`config.mk`:
```
export PLATFORM = sky130hd
export DESIGN_NAME = vfd_frame_capture
export DESIGN_NICKNAME = d
export VERILOG_FILES = /design/src/rtl/vfd_frame_capture_pkg.sv /design/src/rtl/vfd_grid_encoder.sv /design/src/rtl/vfd_frame_capture.sv
export SDC_FILE = /design/constraint.sdc
export NUM_CORES = 1
export LEC_CHECK = 0
export CAP_MARGIN = 0
export CORE_MARGIN = 8
export CORE_UTILIZATION = 50
export CTS_BUF_LIST = sky130_fd_sc_hd__clkbuf_4 sky130_fd_sc_hd__clkbuf_8
export DETAILED_ROUTE_END_ITERATION = 7
export GPL_ROUTABILITY_DRIVEN = 0
export PLACE_DENSITY = 0.71
export SETUP_SLACK_MARGIN = 0.15
export SYNTH_ARGS = -nofsm -noshare
export SYNTH_HDL_FRONTEND = slang
export SYNTH_SLANG_ARGS = --single-unit
```
`constraint.sdc`:
```
create_clock -name clk -period 9 [get_ports clk]
set_input_delay 1.35 -clock clk [delete_from_list [all_inputs] [get_ports clk]]
set_output_delay 1.35 -clock clk [all_outputs]
set_load 0.1 [all_outputs]
```
`src/rtl/vfd_frame_capture_pkg.sv`:
```
// Shared display definitions: default geometry, row-address and segment-pattern types
// used by the capture block and the video renderer.
package vfd_frame_capture_pkg;

   localparam int GRID_N_DEF  = 9;
   localparam int SEG_W_DEF   = 16;
   localparam int GRID_AW_DEF = 4;

   typedef logic [GRID_AW_DEF-1:0] row_addr_t;
   typedef logic [SEG_W_DEF-1:0]   seg_pattern_t;

   function automatic logic [7:0] sat_inc8(input logic [7:0] value);
      return (value == 8'hFF) ? value : value + 8'd1;
   endfunction

endpackage

```
`src/rtl/vfd_grid_encoder.sv`:
```
// One-hot to index encoder for the grid lines; flags exactly-one-hot and all-zero patterns.
module vfd_grid_encoder #(
   parameter int N  = 9,
   parameter int AW = 4
) (
   input  logic [N-1:0]  grid,
   output logic [AW-1:0] idx,
   output logic          one_hot,
   output logic          none
);

   always_comb begin
      idx = '0;
      for (int i = 0; i < N; i++) begin
         if (grid[i]) idx = AW'(i);
      end
      none    = (grid == '0);
      one_hot = !none && ((grid & (grid - N'(1))) == '0);
   end

endmodule

```
`src/rtl/vfd_frame_capture.sv`:
```
// Samples the multiplexed grid/segment buses, commits glitch-free rows into a per-grid
// frame buffer with persistence decay, and serves the renderer through a registered read port.
module vfd_frame_capture
   import vfd_frame_capture_pkg::*;
#(
   parameter int GRID_N     = GRID_N_DEF,
   parameter int SEG_W      = SEG_W_DEF,
   parameter int STABLE_CYC = 3,
   parameter int DECAY_CYC  = 4096,
   parameter int GRID_AW    = GRID_AW_DEF
) (
   input  logic               clk,
   input  logic               reset,
   input  logic               sample_en,
   input  logic [GRID_N-1:0]  grid_i,
   input  logic [SEG_W-1:0]   seg_i,
   input  logic [GRID_AW-1:0] rd_addr,
   output logic [SEG_W-1:0]   rd_data,
   output logic               frame_tick,
   output logic [7:0]         glitch_cnt
);

   localparam int SW    = (STABLE_CYC > 1) ? $clog2(STABLE_CYC) : 1;
   localparam int AGE_W = $clog2(DECAY_CYC + 1);
   localparam logic [SW-1:0]    STAB_MAX  = SW'(STABLE_CYC - 1);
   localparam logic [AGE_W-1:0] AGE_LIMIT = AGE_W'(DECAY_CYC);

   logic [GRID_N+SEG_W-1:0] prev_sample;
   logic                    prev_valid;
   logic [SW-1:0]           stab_cnt;
   logic [SW-1:0]           stab_next;
   logic [GRID_AW-1:0]      last_idx;
   logic                    last_valid;
   logic [SEG_W-1:0]        rows [GRID_N];
   logic [AGE_W-1:0]        ages [GRID_N];

   logic [GRID_AW-1:0] enc_idx;
   logic               enc_one_hot;
   logic               enc_none;
   logic               same;
   logic               stab_sat;
   logic               stable;
   logic               first_stable;
   logic               commit;
   logic               glitch;
   logic               wrap;

   vfd_grid_encoder #(
      .N  (GRID_N),
      .AW (GRID_AW)
   ) u_grid_encoder (
      .grid    (grid_i),
      .idx     (enc_idx),
      .one_hot (enc_one_hot),
      .none    (enc_none)
   );

   // A sample with no predecessor since reset never counts as a repeat.
   always_comb begin
      same         = prev_valid && ({grid_i, seg_i} == prev_sample);
      stab_sat     = (stab_cnt == STAB_MAX);
      stab_next    = !same ? '0 : (stab_sat ? stab_cnt : stab_cnt + SW'(1));
      stable       = (stab_next == STAB_MAX);
      first_stable = stable && !(same && stab_sat);
      commit       = sample_en && stable && enc_one_hot;
      glitch       = sample_en && first_stable && !enc_one_hot && !enc_none;
      wrap         = last_valid && (enc_idx < last_idx);
   end

   always_ff @(posedge clk) begin
      if (reset) begin
         prev_sample <= '0;
         prev_valid  <= 1'b0;
         stab_cnt    <= '0;
         last_idx    <= '0;
         last_valid  <= 1'b0;
         glitch_cnt  <= '0;
         frame_tick  <= 1'b0;
         rd_data     <= '0;
         for (int i = 0; i < GRID_N; i++) begin
            rows[i] <= '0;
            ages[i] <= AGE_LIMIT;
         end
      end else begin
         rd_data    <= (int'(rd_addr) < GRID_N) ? rows[rd_addr] : '0;
         frame_tick <= commit && wrap;
         if (sample_en) begin
            prev_sample <= {grid_i, seg_i};
            prev_valid  <= 1'b1;
            stab_cnt    <= stab_next;
            if (glitch) glitch_cnt <= sat_inc8(glitch_cnt);
            if (commit) begin
               last_idx   <= enc_idx;
               last_valid <= 1'b1;
            end
            // A commit to a row overrides both its aging and its expiry clear.
            for (int i = 0; i < GRID_N; i++) begin
               if (commit && (enc_idx == GRID_AW'(i))) begin
                  rows[i] <= seg_i;
                  ages[i] <= '0;
               end else if (ages[i] < AGE_LIMIT) begin
                  ages[i] <= ages[i] + AGE_W'(1);
                  if (ages[i] + AGE_W'(1) == AGE_LIMIT) rows[i] <= '0;
               end
            end
         end
      end
   end

endmodule

```
==> run summary, run 1 <==
The flow ran to the end, and the final reports show no timing, DRC or antenna violations. For this run, the top clock speed supported by timing is 186 MHz. Setup repair after global routing left no endpoint under its margin.

Counting along the longest clock path gives a buffer depth of 3. Setup violations remaining at the end of the flow were counted as 0. The via count of the first global-routing pass is 11,386.

In this run, the number of DRC markers left after iteration 0 of detailed routing was 1,034. The worst-case IR drop observed on VDD is 0.000115 V. In the synthesized netlist, the number of instances is 1,468. The number of enable-type register cells in the synthesized netlist came out at 245. The logs give 0 for the final count of hold timing violations and 39,100 um for the total wirelength of the detailed-routed design. Transition time at the pin with the least slew margin: 1.17 ns. Walking the worst path, the cells encountered are clkdlybuf4s50_1 -> nor2_1 -> o22ai_1 -> a31oi_1 -> or4_1 -> o2111ai_1 -> buf_4 -> o211a_1 -> nand3_2 -> and3_1. Prior to clock tree synthesis, the placed netlist has a worst setup slack of 3.14 ns.

The run gives 50.8% as the effective utilization at floorplan. Kind of path behind the tightest hold check: reg -> reg. Buffers placed on the I/O ports in this run total 56.

For the worst setup path, the data required time is 9.33 ns. The tools report the kind of end point of the critical path as a register. The static leakage is 6.95 nW. The number of different library cells used by synthesis comes to 72. Tightest slew margin relative to the limit: 21.8%. For this design the top-level I/O count stands at 57.

The die is 195 um tall. The average cell area after synthesis came out at 11.0 sq um. The total global-route track usage was 20.2%.

For this run, the number of Yosys warnings is 0. The mapped netlist covers 16,100 sq um. Entering global routing, the biggest net connects 65 pins. The run gives 0.452 ns as the hold slack. The run gives 5.72 ns as the signal arrival time at the worst endpoint. The tools report the count of hold buffers inserted by post-cts repair as 0. The count of vias placed by the detailed router came out at 11,558. The count of maximum capacitance violations was 0; the global-route wire length before repair was 62,100 um.

The maximum single-stage delay on the critical path was 0.92 ns. Dividing the detail-routed wire length by the instance count gives 20.0 um. The maximum fanout along the worst path works out to 64.

Detailed placement ended at an HPWL of 24,300 um. The die area is 38,200 sq um, and the count of H-tree levels built during CTS is 2. The region available for standard cell placement spans 31,600 sq um.

The logs give 55 for the TritonCTS buffer count and 57.2% for the share of the core filled with cells. In this run the remaining antenna-violating nets after routing total 0. The tools report the number of antenna violations at the first check in global routing as 2. For the final database, setup skew stands at 0.0497 ns. Counting every sink on the clock net gives 319.

TritonCTS built the clock tree. Summing internal, switching and leakage power gives 3.42 mW. The post-layout minimum cycle time is 5.39 ns. The register bit total from synthesis works out to 319. Clock-pin slew was measured on the worst setup and hold paths at 0.06 ns. The tools report the number of pins with negative max-slew slack in the final report as 0. Buffers added to address setup during post-CTS repair amount to 0. Number of iterations in the first detailed-routing pass: 6. After global routing the overflow that remains totals 0.

In the routed design, unresolved DRC markers number 0. Sequential cells were found to cover 55.0% of the synthesized design area. The tools report the post-cts resize count as 0. The die is 195 um wide. The number of standard-cell rows in the floorplan is 65.

Adding up every negative setup slack in the final design gives 0 ns. The run gives 1,519 as the net count after synthesis. In the finished design, the share of the clock period the worst path needs comes to 59.9%. In the final design database the tool counted 1,558 nets.

For this run, asynchronously set or reset flops after synthesis account for 0%. The critical path is of the in -> reg type. STA classifies the critical path startpoint as an input pin. The power density relative to cell area works out to 189 nW/um^2.

The clock tree root driver cell was clkbuf_8. The routed via count divided by cell count works out to 5.92. Across all setup checks in the final design, the least slack found is 3.61 ns. The slowest stage of the critical path belongs to the cell clkdlybuf4s50_1. Proportion of layout cells with a drive suffix above 1: 11.2%.

The tools report the clock latency of the later-clocked register in the worst-skew pair as 0.63 ns. Main flop type after synthesis: edfxtp_1. Area growth from synthesis to layout: 12.5%.
[kinds of logic (layout without fill, tap and decap cells)]
| kind of cell | after synthesis | count (layout) | share of synthesized area [%] |
|---|---|---|---|
| DFF | 319 | 319 | 55.0 |
| other | 0 | 2 | 0 |
| muxes | 79 | 79 | 7.42 |
| AOI/OAI and AO/OA | 127 | 127 | 5.33 |
| adders and majority gates | 19 | 19 | 1.48 |
| and+or+nand+nor | 683 | 683 | 21.1 |
| xor gates and xnor gates | 128 | 128 | 6.97 |
| buffers and inverters | 113 | 195 | 2.78 |
[power breakdown]
part	internal, mW	total (mW)	switching, mW
logic	0.114	0.299	0.185
clock network	0.787	1.38	0.597
registers	1.67	1.73	0.0644
total	2.57	3.42	0.847
[cell usage in the layout (no fill, tap or decap), types with 45 or more instances in the layout]
cell	instances
edfxtp_1	245
and3_1	131
xor2_1	73
dfxtp_1	74
mux2i_1	45
clkbuf_8	66
nor2_1	258
clkdlybuf4s50_1	53
nand2_1	92
xnor2_1	55
nand3_1	58
[per-stage QoR]
| stage | std cells | instance area (sq um) |
|---|---|---|
| after floorplan | 1468 | 16100 |
| after global routing | 1953 | 18100 |
| after detailed placement | 1852 | 16900 |
| after global placement | 1852 | 16900 |
| after CTS | 1952 | 18100 |
| final | 1954 | 18100 |
[path summary, 6_finish.rpt]
path / start / cells past startpoint / end / slack, ns
min reg2reg: last_idx[0] / 2 / last_idx[0] / 0.45
max reg2reg: prev_sample[12] / 9 / rows[5][3] / 4.78
max: grid_i[8] / 10 / rows[5][3] / 3.61
min: last_idx[0] / 2 / last_idx[0] / 0.45
[cells in the mapped netlist (7+ instances only)]
cell type    n  area [sq um]
nand4_1     22           138
a31oi_1      7          43.8
o21ai_0     18          90.1
dfxtp_1     74          1480
mux2i_1     45           450
buf_2       18          90.1
ha_1        19           238
nand3_1     58           290
and4_1       8          70.1
nand2b_1    10          62.6
nor2_1     258           968
xor2_1      73           639
or2_2        8          50.1
and3_1     131           820
buf_1       12          45.0
mux4_2      32           721
edfxtp_1   245          7360
a21oi_1     36           180
xnor2_1     55           482
a22oi_1     17           128
clkbuf_1    63           236
nor4_1      16           100
or3_1       11          68.8
inv_1       20          75.1
nand2_1     92           345
nor3_1      34           170
and2_1       7          43.8
[area by class of cell]
cell class	count	area [sq um]
Fill cell	2603	13500
Sequential cell	319	8840
Multi-Input combinational cell	1036	6810
Clock buffer	89	1080
Timing Repair Buffer	75	688
Tap cell	402	503
Clock inverter	11	92.6
Inverter	20	75.1
Antenna cell	2	5.00
[sequential cells by signal (all words and copies together), names as in the netlist]
name         count
rows           144
ages           117
prev_sample     25
rd_data         16
glitch_cnt       8
last_idx         4
stab_cnt         2
frame_tick       1
last_valid       1
prev_valid       1
[routing by layer]
layer  GRT usage (%)  wire (um)
met4            8.17       1380
met1            26.0      16500
met2            33.5      18600
met3            3.73       2640
met5               0          0
[critical path, delay by kind of cell]
family          cells  cell delay, ns
compound gates      4            0.85
buf+inv             2            1.25
simple gates        4            2.25
Power figures use the tool's default switching activity.
==> run 2: changes to the inputs <==
==> constraint.sdc (replaced) <==
create_clock -name clk -period 5.06 [get_ports clk]
set_input_delay 0.759 -clock clk [delete_from_list [all_inputs] [get_ports clk]]
set_output_delay 0.759 -clock clk [all_outputs]
set_load 0.1 [all_outputs]
==> run summary, run 2 (synthesis gave the netlist of run 1 again) <==
The run finished with clean final reports. Proportion of power drawn by the clock network: 38.5% (-2.0 points). Count of vias placed by the detailed router: 11,585 (+0.23%).

Among the stages of the critical path, the cell type that occurs most often is nor2_1. Traced cell by cell, the critical path runs through clkdlybuf4s50_1 -> nor4_2 -> a2111oi_2 -> a31oi_1 -> or3_1 -> nor2_1 -> a211o_1 -> nor4_4 -> nor2_1. The maximum clock frequency was 242 MHz; the signal arrival time at the worst endpoint was 4.57 ns (-1.15 ns).

The run gives 2 (unchanged) as the count of H-tree levels built during CTS. Effective utilization at floorplan: 50.8% (unchanged). The maximum single-stage delay on the critical path is 1.11 ns (+0.19 ns). The run gives 6800 sq um (-0.20%) as the area occupied by multi-input gates. Among all stages on the critical path, the largest delay is contributed by nor4_4. For the share of the core filled with cells, the log shows 57.3% (+0.11 points).

The register with the most flip-flops was rows. The CTS sink count came out at 319 (unchanged). The number of nets with antenna violations after detailed routing came out at 0 (unchanged). The number of design rule violations left after detail routing is 0 (unchanged), and the transition time at the pin with the least slew margin is 1.28 ns (+0.104 ns). For the number of antenna violations at the first check in global routing, the log shows 0 (-2). The count of antenna diodes in the layout was 0 (-2). The tools report the design internal power as 4.42 mW (+72%). The run gives 5.50 ns (-3.83 ns) as the worst path required time.

Leaving out fill and tap cells, the most frequent cells in the layout are nor2_1, edfxtp_1, and3_1, nand2_1, dfxtp_1. Class of the most critical setup path: in -> reg. The global-route wire length before repair came out at 60,600 um (-2.3%). Setup repair after global routing left no endpoint under its margin.

The post-cts resize count was 0 (unchanged). The fraction of power consumed by combinational cells came out at 9.2% (+0.5 points). Number of nets in the final layout: 1,578 (+1.3%).

The total congestion overflow is 0 (unchanged), and the maximum fanout along the worst path is 16 (-75%). The tightest slew margin relative to the limit was 14.3% (-7.4 points). The min-delay analysis places its worst path in the category reg -> reg.

The final setup skew is 0.0378 ns (-0.0119 ns), and the via count of the first global-routing pass is 11,221 (-1.4%). The horizontal die dimension came out at 195 um (unchanged). For the static leakage, the log shows 7.01 nW (+0.77%).

Non-filler instance count after layout: 1,971 (+0.87%). The first-iteration detailed-routing DRC count is 970 (-6.2%). The final count of hold timing violations came out at 0 (unchanged). The run gives 1,875 (+1.2%) as the cell count after placement. The largest registers in the layout are rows (144), ages (117), prev_sample (25). The clock tree root driver cell is clkbuf_8. The clock latency of the later-clocked register in the worst-skew pair is 0.61 ns (-0.02 ns).

The kind of end point of the critical path is a register. The die area is 38,200 sq um (unchanged). The clock transition time at the flip-flop clock pins of the worst setup and hold paths was 0.06 ns (about the same); the area of the placeable core was 31,600 sq um (unchanged). For the half-perimeter wire length after detailed placement, the log shows 25,400 um (+4.2%). For the sequential standard cell area, the log shows 8840 sq um (unchanged). The sequential group share of total power was 52.2% (+1.5 points). The average routed wire per standard cell was 19.6 um (-2.2%). The worst path uses 81.6% of the clock period. Number of port buffers: 56 (unchanged). The total global-route track usage was 19.7% (-0.53 points).

The tools report the maximum clock insertion buffer count as 3 (unchanged). The net switching share of the total power was 25.1% (+0.33 points). For the count of filler cells inserted in the layout, the log shows 2,615 (+0.46%). The post-CTS repair timing setup buffer count was 0 (unchanged). The run gives 0 (unchanged) as the number of pins with negative max-slew slack in the final report. TritonCTS built the clock tree. The maximum VDD drop was 0.000225 V (+95%); the number of standard-cell rows in the floorplan was 65 (unchanged). The total negative setup slack came out at 0 ns (unchanged).

The logs give 52 (-5.5%) for the TritonCTS buffer count and 0 (unchanged) for the count of hold buffers inserted by post-cts repair. The power density relative to cell area works out to 326 nW/um^2 (+72%). Cell area after placement: 17,100 sq um (+0.94%).

The count of maximum capacitance violations was 0 (unchanged); the net switching component of the power was 1.48 mW (+75%). The number of iterations in the first detailed-routing pass was 5 (-1). The post-layout minimum cycle time works out to 4.13 ns. The flip-flop count of the largest register after layout was 144 (unchanged); the pin count of the biggest net entering global routing was 65 (unchanged).

Proportion of layout cells with a drive suffix above 1: 12.2% (+0.95 points). The chip height works out to 195 um (unchanged). For the top-level I/O count, the log shows 57 (unchanged). The tools report the total wirelength of the detailed-routed design as 38,600 um (-1.4%). The routed via count divided by cell count is 5.88 (-0.63%), and the number of setup violations in the final report is 0 (unchanged).

The library cell used most frequently in the layout, excluding fill and tap cells, is nor2_1. STA classifies the critical path startpoint as an input pin. The design area is 18,100 sq um (+0.20%). Relative to the synthesized area, the layout overhead comes to 12.7%.
## run 2: worst max-delay path: cells and delay by family
| family | cells | cell delay [ns] |
|---|---|---|
| simple gates | 5 | 2.21 |
| compound gates | 3 | 0.97 |
| buf+inv | 1 | 0.61 |
## run 2: worst paths after layout
| check | from | end | slack [ns] | depth (start not counted) |
|---|---|---|---|---|
| max | grid_i[2] | rows[8][6] | 0.93 | 9 |
| min | last_idx[1] | last_idx[1] | 0.46 | 2 |
| max reg2reg | prev_sample[11] | rows[0][5] | 1.57 | 8 |
| min reg2reg | last_idx[1] | last_idx[1] | 0.46 | 2 |
## run 2: layout make-up
cell class / instances / share of cell area, %
repair buffers: 98 / 4.75
multi-input cells: 1036 / 37.5
clock inverters: 13 / 0.352
clock buffers: 83 / 5.47
well taps: 402 / 2.77
flip-flops and latches: 319 / 48.8
inverters: 20 / 0.414
## run 2: routing by layer
layer | global-route usage [%] | vias up | routed length [um]
met4 | 7.92 | 0 | 1210
met5 | 0 | - | 0
met2 | 32.9 | 391 | 18700
met1 | 25.4 | 5651 | 16500
met3 | 3.03 | 88 | 2230
li1 | - | 5455 | -
## run 2: through the flow
| stage | power, mW | hold slack, ns | setup WS (ns) |
|---|---|---|---|
| after floorplan | 3.49 | 0.432 | 1.64 |
| after global placement | 3.66 | 0.438 | 0.476 |
| after detailed placement | 3.68 | 0.449 | 0.311 |
| after CTS | 5.94 | 0.455 | 0.981 |
| after global routing | 6.12 | 0.476 | 0.815 |
| final | 5.90 | 0.460 | 0.930 |
## run 2: power by group through the flow
| stage | logic, mW | registers (mW) | clock network, mW |
|---|---|---|---|
| 2_1_floorplan | 0.367 | 3.13 | 0 |
| 3_3_place_gp | 0.536 | 3.13 | 0 |
| 3_5_place_dp | 0.545 | 3.13 | 0 |
| 4_1_cts | 0.548 | 3.08 | 2.31 |
| 5_1_grt | 0.595 | 3.10 | 2.43 |
| 6_report | 0.545 | 3.08 | 2.27 |
